$ cat config.mk
export PLATFORM = sky130hd
export DESIGN_NAME = float_multiplier_pipelined_flat
export DESIGN_NICKNAME = d
export VERILOG_FILES = /design/src/rtl/float_multiplier_pipelined_if.sv /design/src/rtl/float_multiplier_pipelined.sv /design/src/flat_wrapper.sv
export SDC_FILE = /design/constraint.sdc
export NUM_CORES = 1
export LEC_CHECK = 0
export CAP_MARGIN = 10
export CORE_MARGIN = 3
export CORE_UTILIZATION = 45
export DETAILED_ROUTE_END_ITERATION = 12
export PLACE_DENSITY_LB_ADDON = 0.08
export SLEW_MARGIN = 15
export SYNTH_ARGS = -nofsm -noshare
export SYNTH_HDL_FRONTEND = slang
export SYNTH_SLANG_ARGS = --single-unit
$ cat constraint.sdc
create_clock -name clock -period 38.2 [get_ports clock]
set_input_delay 7.64 -clock clock [delete_from_list [all_inputs] [get_ports clock]]
set_output_delay 7.64 -clock clock [all_outputs]
set_load 0.02 [all_outputs]
$ cat src/rtl/float_multiplier_pipelined_if.sv
// Operand/result handshake bundle for float_multiplier_pipelined.
// W is the float word width (1 + EXP_W + MAN_W).
interface float_multiplier_pipelined_if #(
  parameter int W = 8
);
  logic         in_valid;
  logic         in_ready;
  logic [W-1:0] in_a;
  logic [W-1:0] in_b;
  logic         out_valid;
  logic         out_ready;
  logic [W-1:0] out_y;
  logic [3:0]   out_flags;

  modport master (
    output in_valid, in_a, in_b, out_ready,
    input  in_ready, out_valid, out_y, out_flags
  );

  modport slave (
    input  in_valid, in_a, in_b, out_ready,
    output in_ready, out_valid, out_y, out_flags
  );
endinterface

$ cat src/rtl/float_multiplier_pipelined.sv
// Float multiply with RNE rounding, subnormals and specials; FMUL_SATURATE_EN clamps overflow to max finite.
// Latency 3 cycles at 1/cycle; all stages hold together while out_valid && !out_ready, and in_ready drops.
module float_multiplier_pipelined #(
  parameter int EXP_W = 4,
  parameter int MAN_W = 3,
  parameter int BIAS  = 2**(EXP_W-1)-1
) (
  input logic clock,
  input logic rst_n,
  float_multiplier_pipelined_if.slave bus
);
  localparam int W  = 1 + EXP_W + MAN_W;
  localparam int MW = MAN_W + 1;
  localparam int P  = 2 * MW;
  localparam int EW = EXP_W + 2;
  localparam logic [EXP_W-1:0]     EXP_ONES = '1;
  localparam logic signed [EW-1:0] E_ONE    = EW'(1);
  localparam logic signed [EW-1:0] E_MAX    = EW'(2**EXP_W - 1);
  localparam logic [EW-1:0]        BIAS_E   = EW'(BIAS);
  localparam logic [W-1:0]         QNAN     = {1'b0, EXP_ONES, 1'b1, {(MAN_W-1){1'b0}}};

  logic adv;
  logic out_valid_q;
  logic [W-1:0] out_y_q;
  logic [3:0] out_flags_q;

  assign adv            = !out_valid_q || bus.out_ready;
  assign bus.in_ready   = adv;
  assign bus.out_valid  = out_valid_q;
  assign bus.out_y      = out_y_q;
  assign bus.out_flags  = out_flags_q;

  // ---------------- S1: unpack, classify, multiply ----------------
  logic             sa, sb;
  logic [EXP_W-1:0] ea, eb, ea_eff, eb_eff;
  logic [MAN_W-1:0] fa, fb;
  logic [MW-1:0]    ma, mb;
  logic             a_nan, b_nan, a_inf, b_inf, a_zero, b_zero;
  logic signed [EW-1:0] e_sum;
  logic [P-1:0]     prod;

  assign sa     = bus.in_a[W-1];
  assign sb     = bus.in_b[W-1];
  assign ea     = bus.in_a[W-2 -: EXP_W];
  assign eb     = bus.in_b[W-2 -: EXP_W];
  assign fa     = bus.in_a[MAN_W-1:0];
  assign fb     = bus.in_b[MAN_W-1:0];
  assign a_nan  = (ea == EXP_ONES) && (fa != '0);
  assign b_nan  = (eb == EXP_ONES) && (fb != '0);
  assign a_inf  = (ea == EXP_ONES) && (fa == '0);
  assign b_inf  = (eb == EXP_ONES) && (fb == '0);
  assign a_zero = (ea == '0) && (fa == '0);
  assign b_zero = (eb == '0) && (fb == '0);
  // Subnormals carry hidden bit 0 at the minimum effective exponent.
  assign ma     = {ea != '0, fa};
  assign mb     = {eb != '0, fb};
  assign ea_eff = (ea == '0) ? EXP_W'(1) : ea;
  assign eb_eff = (eb == '0) ? EXP_W'(1) : eb;
  assign e_sum  = {2'b00, ea_eff} + {2'b00, eb_eff} - BIAS_E;
  assign prod   = {{MW{1'b0}}, ma} * {{MW{1'b0}}, mb};

  logic         s1n_spec;
  logic [W-1:0] s1n_spec_y;
  logic [3:0]   s1n_spec_flags;

  always_comb begin
    s1n_spec       = 1'b0;
    s1n_spec_y     = '0;
    s1n_spec_flags = '0;
    if (a_nan || b_nan || (a_inf && b_zero) || (b_inf && a_zero)) begin
      s1n_spec       = 1'b1;
      s1n_spec_y     = QNAN;
      s1n_spec_flags = 4'b1000;
    end else if (a_inf || b_inf) begin
      s1n_spec   = 1'b1;
      s1n_spec_y = {sa ^ sb, EXP_ONES, {MAN_W{1'b0}}};
    end else if (a_zero || b_zero) begin
      s1n_spec   = 1'b1;
      s1n_spec_y = {sa ^ sb, {(W-1){1'b0}}};
    end
  end

  logic                 s1_vld, s1_sign, s1_spec;
  logic signed [EW-1:0] s1_e;
  logic [P-1:0]         s1_prod;
  logic [W-1:0]         s1_spec_y;
  logic [3:0]           s1_spec_flags;

  always_ff @(posedge clock or negedge rst_n) begin
    if (!rst_n) begin
      s1_vld        <= 1'b0;
      s1_sign       <= 1'b0;
      s1_spec       <= 1'b0;
      s1_e          <= '0;
      s1_prod       <= '0;
      s1_spec_y     <= '0;
      s1_spec_flags <= '0;
    end else if (adv) begin
      s1_vld        <= bus.in_valid;
      s1_sign       <= sa ^ sb;
      s1_spec       <= s1n_spec;
      s1_e          <= e_sum;
      s1_prod       <= prod;
      s1_spec_y     <= s1n_spec_y;
      s1_spec_flags <= s1n_spec_flags;
    end
  end

  // ---------------- S2: normalise so the hidden bit sits at P-1 ----------------
  logic [P-1:0]         s2n_nm;
  logic signed [EW-1:0] s2n_e;
  logic                 s2n_sticky;

  always_comb begin
    s2n_nm     = s1_prod;
    s2n_e      = s1_e;
    s2n_sticky = 1'b0;
    if (s1_prod[P-1]) s2n_e = s1_e + E_ONE;
    else              s2n_nm = s1_prod << 1;
    for (int i = 0; i < P; i++) begin
      if (!s2n_nm[P-1] && (s2n_e > E_ONE)) begin
        s2n_nm = s2n_nm << 1;
        s2n_e  = s2n_e - E_ONE;
      end
    end
    // Below the normal range: denormalise, folding lost bits into sticky.
    if (s2n_e < E_ONE) begin
      for (int i = 0; i < P; i++) begin
        if (s2n_e < E_ONE) begin
          s2n_sticky = s2n_sticky | s2n_nm[0];
          s2n_nm     = s2n_nm >> 1;
          s2n_e      = s2n_e + E_ONE;
        end
      end
      s2n_e = E_ONE;
    end
  end

  logic                 s2_vld, s2_sign, s2_spec, s2_sticky;
  logic signed [EW-1:0] s2_e;
  logic [P-1:0]         s2_nm;
  logic [W-1:0]         s2_spec_y;
  logic [3:0]           s2_spec_flags;

  always_ff @(posedge clock or negedge rst_n) begin
    if (!rst_n) begin
      s2_vld        <= 1'b0;
      s2_sign       <= 1'b0;
      s2_spec       <= 1'b0;
      s2_sticky     <= 1'b0;
      s2_e          <= '0;
      s2_nm         <= '0;
      s2_spec_y     <= '0;
      s2_spec_flags <= '0;
    end else if (adv) begin
      s2_vld        <= s1_vld;
      s2_sign       <= s1_sign;
      s2_spec       <= s1_spec;
      s2_sticky     <= s2n_sticky;
      s2_e          <= s2n_e;
      s2_nm         <= s2n_nm;
      s2_spec_y     <= s1_spec_y;
      s2_spec_flags <= s1_spec_flags;
    end
  end

  // ---------------- S3: round to nearest even, pack, flag ----------------
  logic [MW-1:0]        mant;
  logic [MW:0]          sum;
  logic                 g, r, st, rnd, inexact, tiny, ovf, normal;
  logic signed [EW-1:0] e_r;
  logic [MAN_W-1:0]     man_r;
  logic [W-1:0]         s3n_y;
  logic [3:0]           s3n_flags;

  assign mant    = s2_nm[P-1 -: MW];
  assign g       = s2_nm[MAN_W];
  assign r       = s2_nm[MAN_W-1];
  assign st      = (|s2_nm[MAN_W-2:0]) | s2_sticky;
  assign rnd     = g & (r | st | mant[0]);
  assign sum     = {1'b0, mant} + {{MW{1'b0}}, rnd};
  assign e_r     = sum[MW] ? s2_e + E_ONE : s2_e;
  assign man_r   = sum[MW] ? sum[MAN_W:1] : sum[MAN_W-1:0];
  // A rounded-up subnormal reaching the hidden bit becomes normal with exponent 1.
  assign normal  = sum[MW] | sum[MAN_W];
  assign inexact = g | r | st;
  assign tiny    = !s2_nm[P-1];
  assign ovf     = e_r >= E_MAX;

  always_comb begin
    s3n_y     = {s2_sign, normal ? e_r[EXP_W-1:0] : {EXP_W{1'b0}}, man_r};
    s3n_flags = {2'b00, tiny & inexact, inexact};
    if (s2_spec) begin
      s3n_y     = s2_spec_y;
      s3n_flags = s2_spec_flags;
    end else if (ovf) begin
`ifdef FMUL_SATURATE_EN
      s3n_y = {s2_sign, {{(EXP_W-1){1'b1}}, 1'b0}, {MAN_W{1'b1}}};
`else
      s3n_y = {s2_sign, EXP_ONES, {MAN_W{1'b0}}};
`endif
      s3n_flags = 4'b0101;
    end
  end

  always_ff @(posedge clock or negedge rst_n) begin
    if (!rst_n) begin
      out_valid_q <= 1'b0;
      out_y_q     <= '0;
      out_flags_q <= '0;
    end else if (adv) begin
      out_valid_q <= s2_vld;
      out_y_q     <= s3n_y;
      out_flags_q <= s3n_flags;
    end
  end
endmodule

$ cat src/flat_wrapper.sv
// flat-port wrapper written by rule: the top's interface ports become plain ports
module float_multiplier_pipelined_flat 
#(
  parameter int EXP_W = 4,
  parameter int MAN_W = 3,
  parameter int BIAS  = 2**(EXP_W-1)-1
)
  (clock, rst_n, bus_in_valid, bus_in_a, bus_in_b, bus_out_ready, bus_in_ready, bus_out_valid, bus_out_y, bus_out_flags);
  float_multiplier_pipelined_if #(.W(8)) bus_i ();
  input logic clock;
  input logic rst_n;
  input wire logic [$bits(bus_i.in_valid)-1:0] bus_in_valid;
  input wire logic [$bits(bus_i.in_a)-1:0] bus_in_a;
  input wire logic [$bits(bus_i.in_b)-1:0] bus_in_b;
  input wire logic [$bits(bus_i.out_ready)-1:0] bus_out_ready;
  output wire logic [$bits(bus_i.in_ready)-1:0] bus_in_ready;
  output wire logic [$bits(bus_i.out_valid)-1:0] bus_out_valid;
  output wire logic [$bits(bus_i.out_y)-1:0] bus_out_y;
  output wire logic [$bits(bus_i.out_flags)-1:0] bus_out_flags;
  assign bus_i.in_valid = bus_in_valid;
  assign bus_i.in_a = bus_in_a;
  assign bus_i.in_b = bus_in_b;
  assign bus_i.out_ready = bus_out_ready;
  assign bus_in_ready = bus_i.in_ready;
  assign bus_out_valid = bus_i.out_valid;
  assign bus_out_y = bus_i.out_y;
  assign bus_out_flags = bus_i.out_flags;
  float_multiplier_pipelined #(.EXP_W(EXP_W), .MAN_W(MAN_W), .BIAS(BIAS)) u_core (.clock(clock), .rst_n(rst_n), .bus(bus_i));
endmodule
== Word level (Yosys, flattened, before mapping) ==
Cells that the tools add are included.

* Reduce and logical (&&, ||, !) cells: 41
* Multipliers: 1
* Add/sub/neg operators: 20
* Equality and inequality tests: 2
* Mux-type cells: 78
* $lt $le $gt $ge: 17
* Bitwise logic cells: 16

{| class="wikitable"
|+ Operators with widths
! operator !! number
|-
| $mux 8 || 28
|-
| $mux 6 || 24
|-
| $add 6x2->6 const B || 9
|-
| $gt 6x2->1 const B || 8
|-
| $lt 6x2->1 const B || 8
|-
| $sub 6x2->6 const B || 8
|-
| $mux 4 || 5
|-
| $mux 1 || 18
|-
| $logic_and 1x1->1 || 16
|-
| $or 1x1->1 || 13
|-
| $logic_not 1->1 || 10
|-
| $eq 4x4->1 const B || 2
|-
| $logic_not 4->1 || 2
|-
| $mul 4x4->8 || 1
|-
| $reduce_bool 4->1 || 2
|-
| $mux 7 || 1
|-
| $ge 6x5->1 const B || 1
|-
| $logic_not 3->1 || 2
|-
| $logic_or 1x1->1 || 6
|-
| $mux 3 || 2
|-
| $reduce_bool 3->1 || 2
|-
| $sub 6x3->6 const B || 1
|-
| $add 4x1->5 || 1
|-
| $add 4x4->5 || 1
|-
| other kinds (3) || 4
|}

* Bits of input ports: 20
* Output and inout bits: 14
* Word-level logic and storage cells: 193
* Register bits after elaboration: 72

== Logic depth before layout (Yosys ltp) ==
* Word-level depth: 49
* Mapped depth: 106
* Gate-level depth less buffers: 92

== Worst setup path before layout ==
OpenSTA, ideal clock, no wires.

* Kind: reg-to-reg
* Start point: register u_core.s1_prod[7]
* End point: register u_core.s2_nm[5]
* Path buffers: 15
* Stages on the path, launching flop included: 97
* Arrival: 20089 ps
* Library setup time: 126 ps
* Path slack: 17985 ps
* Path through: dfrtp_1 buf_4 clkbuf_1 buf_1 xor2_1 inv_1 ha_1 or2_1 nand3_1 a31oi_1 xor2_1 inv_2 ha_1 o32a_2 a21oi_4 mux2_2 ha_1 nor2_1 [61 not listed] nor2_4 buf_1 o21ai_0 inv_1 ha_1 and3_1 a31oi_4 o21ai_2 buf_4 buf_2 o21ai_0 ha_1 or2_2 nor4bb_1 o31ai_2 o21ai_4 nor3_1 o32a_1

* Word-level cells in the longest chain between the ends: 48
* Elaborated cells between the ends (all ways): 93
* Those cells by class: add/sub: 15; order compare: 16; mux: 46; reduce/logical: 16

{| class="wikitable"
|+ Ends and longest elaborated chain
! what !! RTL line !! RTL
|-
| start, declared || float_multiplier_pipelined.sv:85 || <nowiki>logic [P-1:0] s1_prod;</nowiki>
|-
| start signal, assigned || float_multiplier_pipelined.sv:103 || <nowiki>s1_prod <= prod;</nowiki>
|-
| $mux 6 / $mux 8 (equally long branches) || float_multiplier_pipelined.sv:118 || <nowiki>if (s1_prod[P-1]) s2n_e = s1_e + E_ONE;</nowiki>
|-
| $gt 6x2->1 / $logic_not 1->1 (equally long branches) || float_multiplier_pipelined.sv:121 || <nowiki>if (!s2n_nm[P-1] && (s2n_e > E_ONE)) begin</nowiki>
|-
| $logic_and 1x1->1 || float_multiplier_pipelined.sv:121 ||
|-
| $mux 6 / $mux 8 (equally long branches) || float_multiplier_pipelined.sv:121 ||
|-
| $gt 6x2->1 / $logic_not 1->1 (equally long branches) || float_multiplier_pipelined.sv:121 ||
|-
| $logic_and 1x1->1 || float_multiplier_pipelined.sv:121 ||
|-
| $mux 6 / $mux 8 (equally long branches) || float_multiplier_pipelined.sv:121 ||
|-
| $gt 6x2->1 / $logic_not 1->1 (equally long branches) || float_multiplier_pipelined.sv:121 ||
|-
| [32 not listed] || -- ||
|-
| $mux 6 || float_multiplier_pipelined.sv:129 || <nowiki>if (s2n_e < E_ONE) begin</nowiki>
|-
| $mux 6 || float_multiplier_pipelined.sv:127 || <nowiki>if (s2n_e < E_ONE) begin</nowiki>
|-
| $add 6x2->6 / $lt 6x2->1 (equally long branches) || float_multiplier_pipelined.sv:132, float_multiplier_pipelined.sv:129 ||
|-
| $mux 6 || float_multiplier_pipelined.sv:129 ||
|-
| $mux 6 || float_multiplier_pipelined.sv:127 ||
|-
| $lt 6x2->1 || float_multiplier_pipelined.sv:129 ||
|-
| $mux 8 || float_multiplier_pipelined.sv:129 ||
|-
| $mux 8 * || float_multiplier_pipelined.sv:127 ||
|-
| end signal, assigned || float_multiplier_pipelined.sv:161 || <nowiki>s2_nm <= s2n_nm;</nowiki>
|-
| end, declared || float_multiplier_pipelined.sv:141 || <nowiki>logic [P-1:0] s2_nm;</nowiki>
|}

Every way passes the cells marked *; elsewhere a longest branch is shown, timed or not. The select of a mux whose other input is x is not followed.
A chain may end at the register's enable or synchronous reset.

== Final worst setup path ==
Ends and elaborated chain as after synthesis.

==> out/qor.txt <==
DIE AREA - 0.0229 mm²
Vias - 9423
Tmin final - 23.64 ns
Cell mode on critical path - ha_1
DRC errors left - 0
Prevailing post-synth register cell - dfrtp_1
Setup_tns - 0 ns
Storage element area - 0.00135 mm²
Root Driver - clkbuf_16
Post-Syn Instances - 1257
GRT overflow - 0
Max Clk Rate - 0.0423 GHz
Reg-to-Reg End - u_core.s2_nm[5]
Kind of critical path - reg -> reg
DRT Pass-1 Iters - 5
Skew-Pair Late Insertion Delay - 0.29 ns
Area delta synth->final - 6.53%
Die height - 151 µm
Die W - 151 µm
Most frequent cells in the layout - nand2_1 (163), nor2_1 (86), a21oi_1 (74)
Initial antenna violation count - 0
Final setup fails - 0
CP startpoint - u_core.s1_prod[7]
DR vias/cell - 6.23
Largest net degree at the start of global routing - 59
Post-CTS Setup Inserts - 0
Design Area, Final - 0.0101 mm²
GPL Wtd Cong - 0.930
Nets - 1318
IO buf count - 33
Antenna Cells - 0
Final WS setup - 14.56 ns
Syn nets - 1333
Num CTS Buffers - 5
CORE AREA - 0.0205 mm²
Worst-path fanout max - 29
Placed instance area - 0.00991 mm²
Skew final - 0.00732 ns
RSZ-0062 raised after global routing - no
CP arrival - 23.82 ns
Routed wire length - 26.1 mm
Critical-path top delay cell - dfrtp_1
Post-synth EDFFs - 0
DR WL/cell - 17.3 µm
Area of the multi-input gates - 0.00764 mm²
Clock tree from TritonCTS - built
Antenna Violating Nets Remaining - 0
Filler Cell Count - 2071
Synthesized flop and latch total - 54
Period Utilization, post-route - 61.9%
CP Launch Type - flop
Register area share after synthesis - 14.2%
Synth top area cells - dfrtp_1 (14%), ha_1 (6.7%), nand2_1 (6.5%)
Slew margin rel. - 41.2%
Ys async rst share - 100%
Crit. End Element - flop
Mapped Avg Cell Area - 7.54 µm²
Hold Violations, Final - 0
Synthesized area - 0.00948 mm²
Syn. warnings - 0
FP Rows - 52
Worst-path clk slew - 0.07 ns
Post-synth top area share - 14.2%
HPWL after DPL - 20.6 mm
Area leader, netlist - dfrtp_1
Placement Setup Slack - 14.92 ns
Cts hold-fix bufs - 0
Max cap viols - 0
Worst hold path type - reg -> reg
Synth cell types - 122
Number of global-route vias before repair - 8635
Initial Util - 46.3%
Commonest non-fill, non-tap cell in the layout - nand2_1
Share of cells above drive strength 1 - 9.33%
Max-slew violations - 0
Worst path max stage delay - 0.88 ns
Status - completed
Worst R2R Path Depth - 85
Critical R2R Launch - u_core.s1_prod[7]
Critical path required time - 38.38 ns
Hold_ws - 0.460 ns
First-pass GRT wire length - 43.5 mm
Resized Gates After CTS - 0
GR Util All Layers - 22.5%
Clock sinks - 54
Worst slew pin tran - 0.858 ns
Ports - 34
1st-iter DRT viols - 821
CTS max path bufs - 2
Worst reg-to-reg setup slack - 14.56 ns
CP Capture Point - u_core.s2_nm[5]
Htree depth - 2
kinds of logic after synthesis:
| group | after synthesis | share of synthesized area [%] |
|---|---|---|
| flip-flops | 54 | 14.2 |
| AO/OA/AOI/OAI | 410 | 32.2 |
| buffers and inverters | 117 | 5.28 |
| multiplexers | 69 | 7.57 |
| AND/OR/NAND/NOR | 500 | 27.2 |
| XOR/XNOR | 51 | 5.75 |
| adder cells (fa/ha/maj) | 56 | 7.78 |
layer usage:
metal | vias to the layer above | global-route usage, % | wire length [µm]
met4 | 0 | 3.26 | 278
met3 | 24 | 1.35 | 849
met5 | - | 0 | 0
met1 | 4476 | 33.6 | 13000
met2 | 211 | 36.7 | 12000
li1 | 4712 | - | -
flip-flops by register name (all words and copies together), names as in the netlist:
name                  cells
u_core.s2_spec            1
u_core.s1_spec            1
u_core.s2_nm              8
u_core.s2_sticky          1
u_core.s1_sign            1
u_core.s1_vld             1
u_core.bus.out_valid      1
u_core.s2_vld             1
u_core.bus.out_flags      4
u_core.s2_sign            1
u_core.s1_e               6
u_core.s2_e               6
u_core.s1_prod            8
u_core.s2_spec_y          3
u_core.s1_spec_y          3
u_core.bus.out_y          8
how the worst min path moves through the flow:
stage / startpoint / endpoint / slack, ns / cells after the start
after CTS: u_core.s2_spec_y[6] / u_core.s2_spec_y[6] / 0.46 / 2
after global placement: u_core.s2_spec_y[6] / u_core.s2_spec_y[6] / 0.45 / 2
final: u_core.s2_spec_y[6] / u_core.s2_spec_y[6] / 0.46 / 2
after floorplan: u_core.s2_spec_y[6] / u_core.s2_spec_y[6] / 0.43 / 2
after detailed placement: u_core.s2_spec_y[6] / u_core.s2_spec_y[6] / 0.45 / 2
after global routing: u_core.s2_spec_y[6] / u_core.s2_spec_y[6] / 0.50 / 2
worst max-delay path, delay by kind of cell, from the launching register on:
family | cells | cell delay, ns
AOI/OAI and AO/OA | 26 | 8.03
and+or+nand+nor | 30 | 6.22
adders and majority gates | 14 | 4.01
xor gates and xnor gates | 5 | 2.24
muxes | 3 | 1.30
DFF | 1 | 0.88
buffers and inverters | 7 | 0.88
synth_stat cells, types with 19 or more instances:
| master | n |
|---|---|
| nor3_1 | 42 |
| nand3_1 | 50 |
| xnor2_1 | 33 |
| and3_1 | 19 |
| dfrtp_1 | 54 |
| ha_1 | 51 |
| mux2_2 | 19 |
| o21ai_0 | 72 |
| nor2_1 | 86 |
| inv_1 | 52 |
| mux2i_1 | 49 |
| a21oi_1 | 74 |
| nand2_1 | 163 |
| clkbuf_1 | 32 |
| a31oi_1 | 19 |
| and2_1 | 21 |
metrics by stage:
step / util (%) / cells
2_1_floorplan: - / 1257
3_3_place_gp: 48.3 / 1505
3_5_place_dp: 48.3 / 1505
4_1_cts: 49.3 / 1513
5_1_grt: 49.3 / 1513
6_report: 49.3 / 1513
layout make-up:
type	count	area share, %
clock buffers	5	1.24
multi-input cells	1086	75.6
flip-flops and latches	54	13.4
inverters	56	2.08
repair buffers	39	3.67
well taps	270	3.34
clock inverters	3	0.681
Power is left out: the tool's default activity adds up to more than one toggle a clock period on the data nets, which glitch-free logic cannot reach.
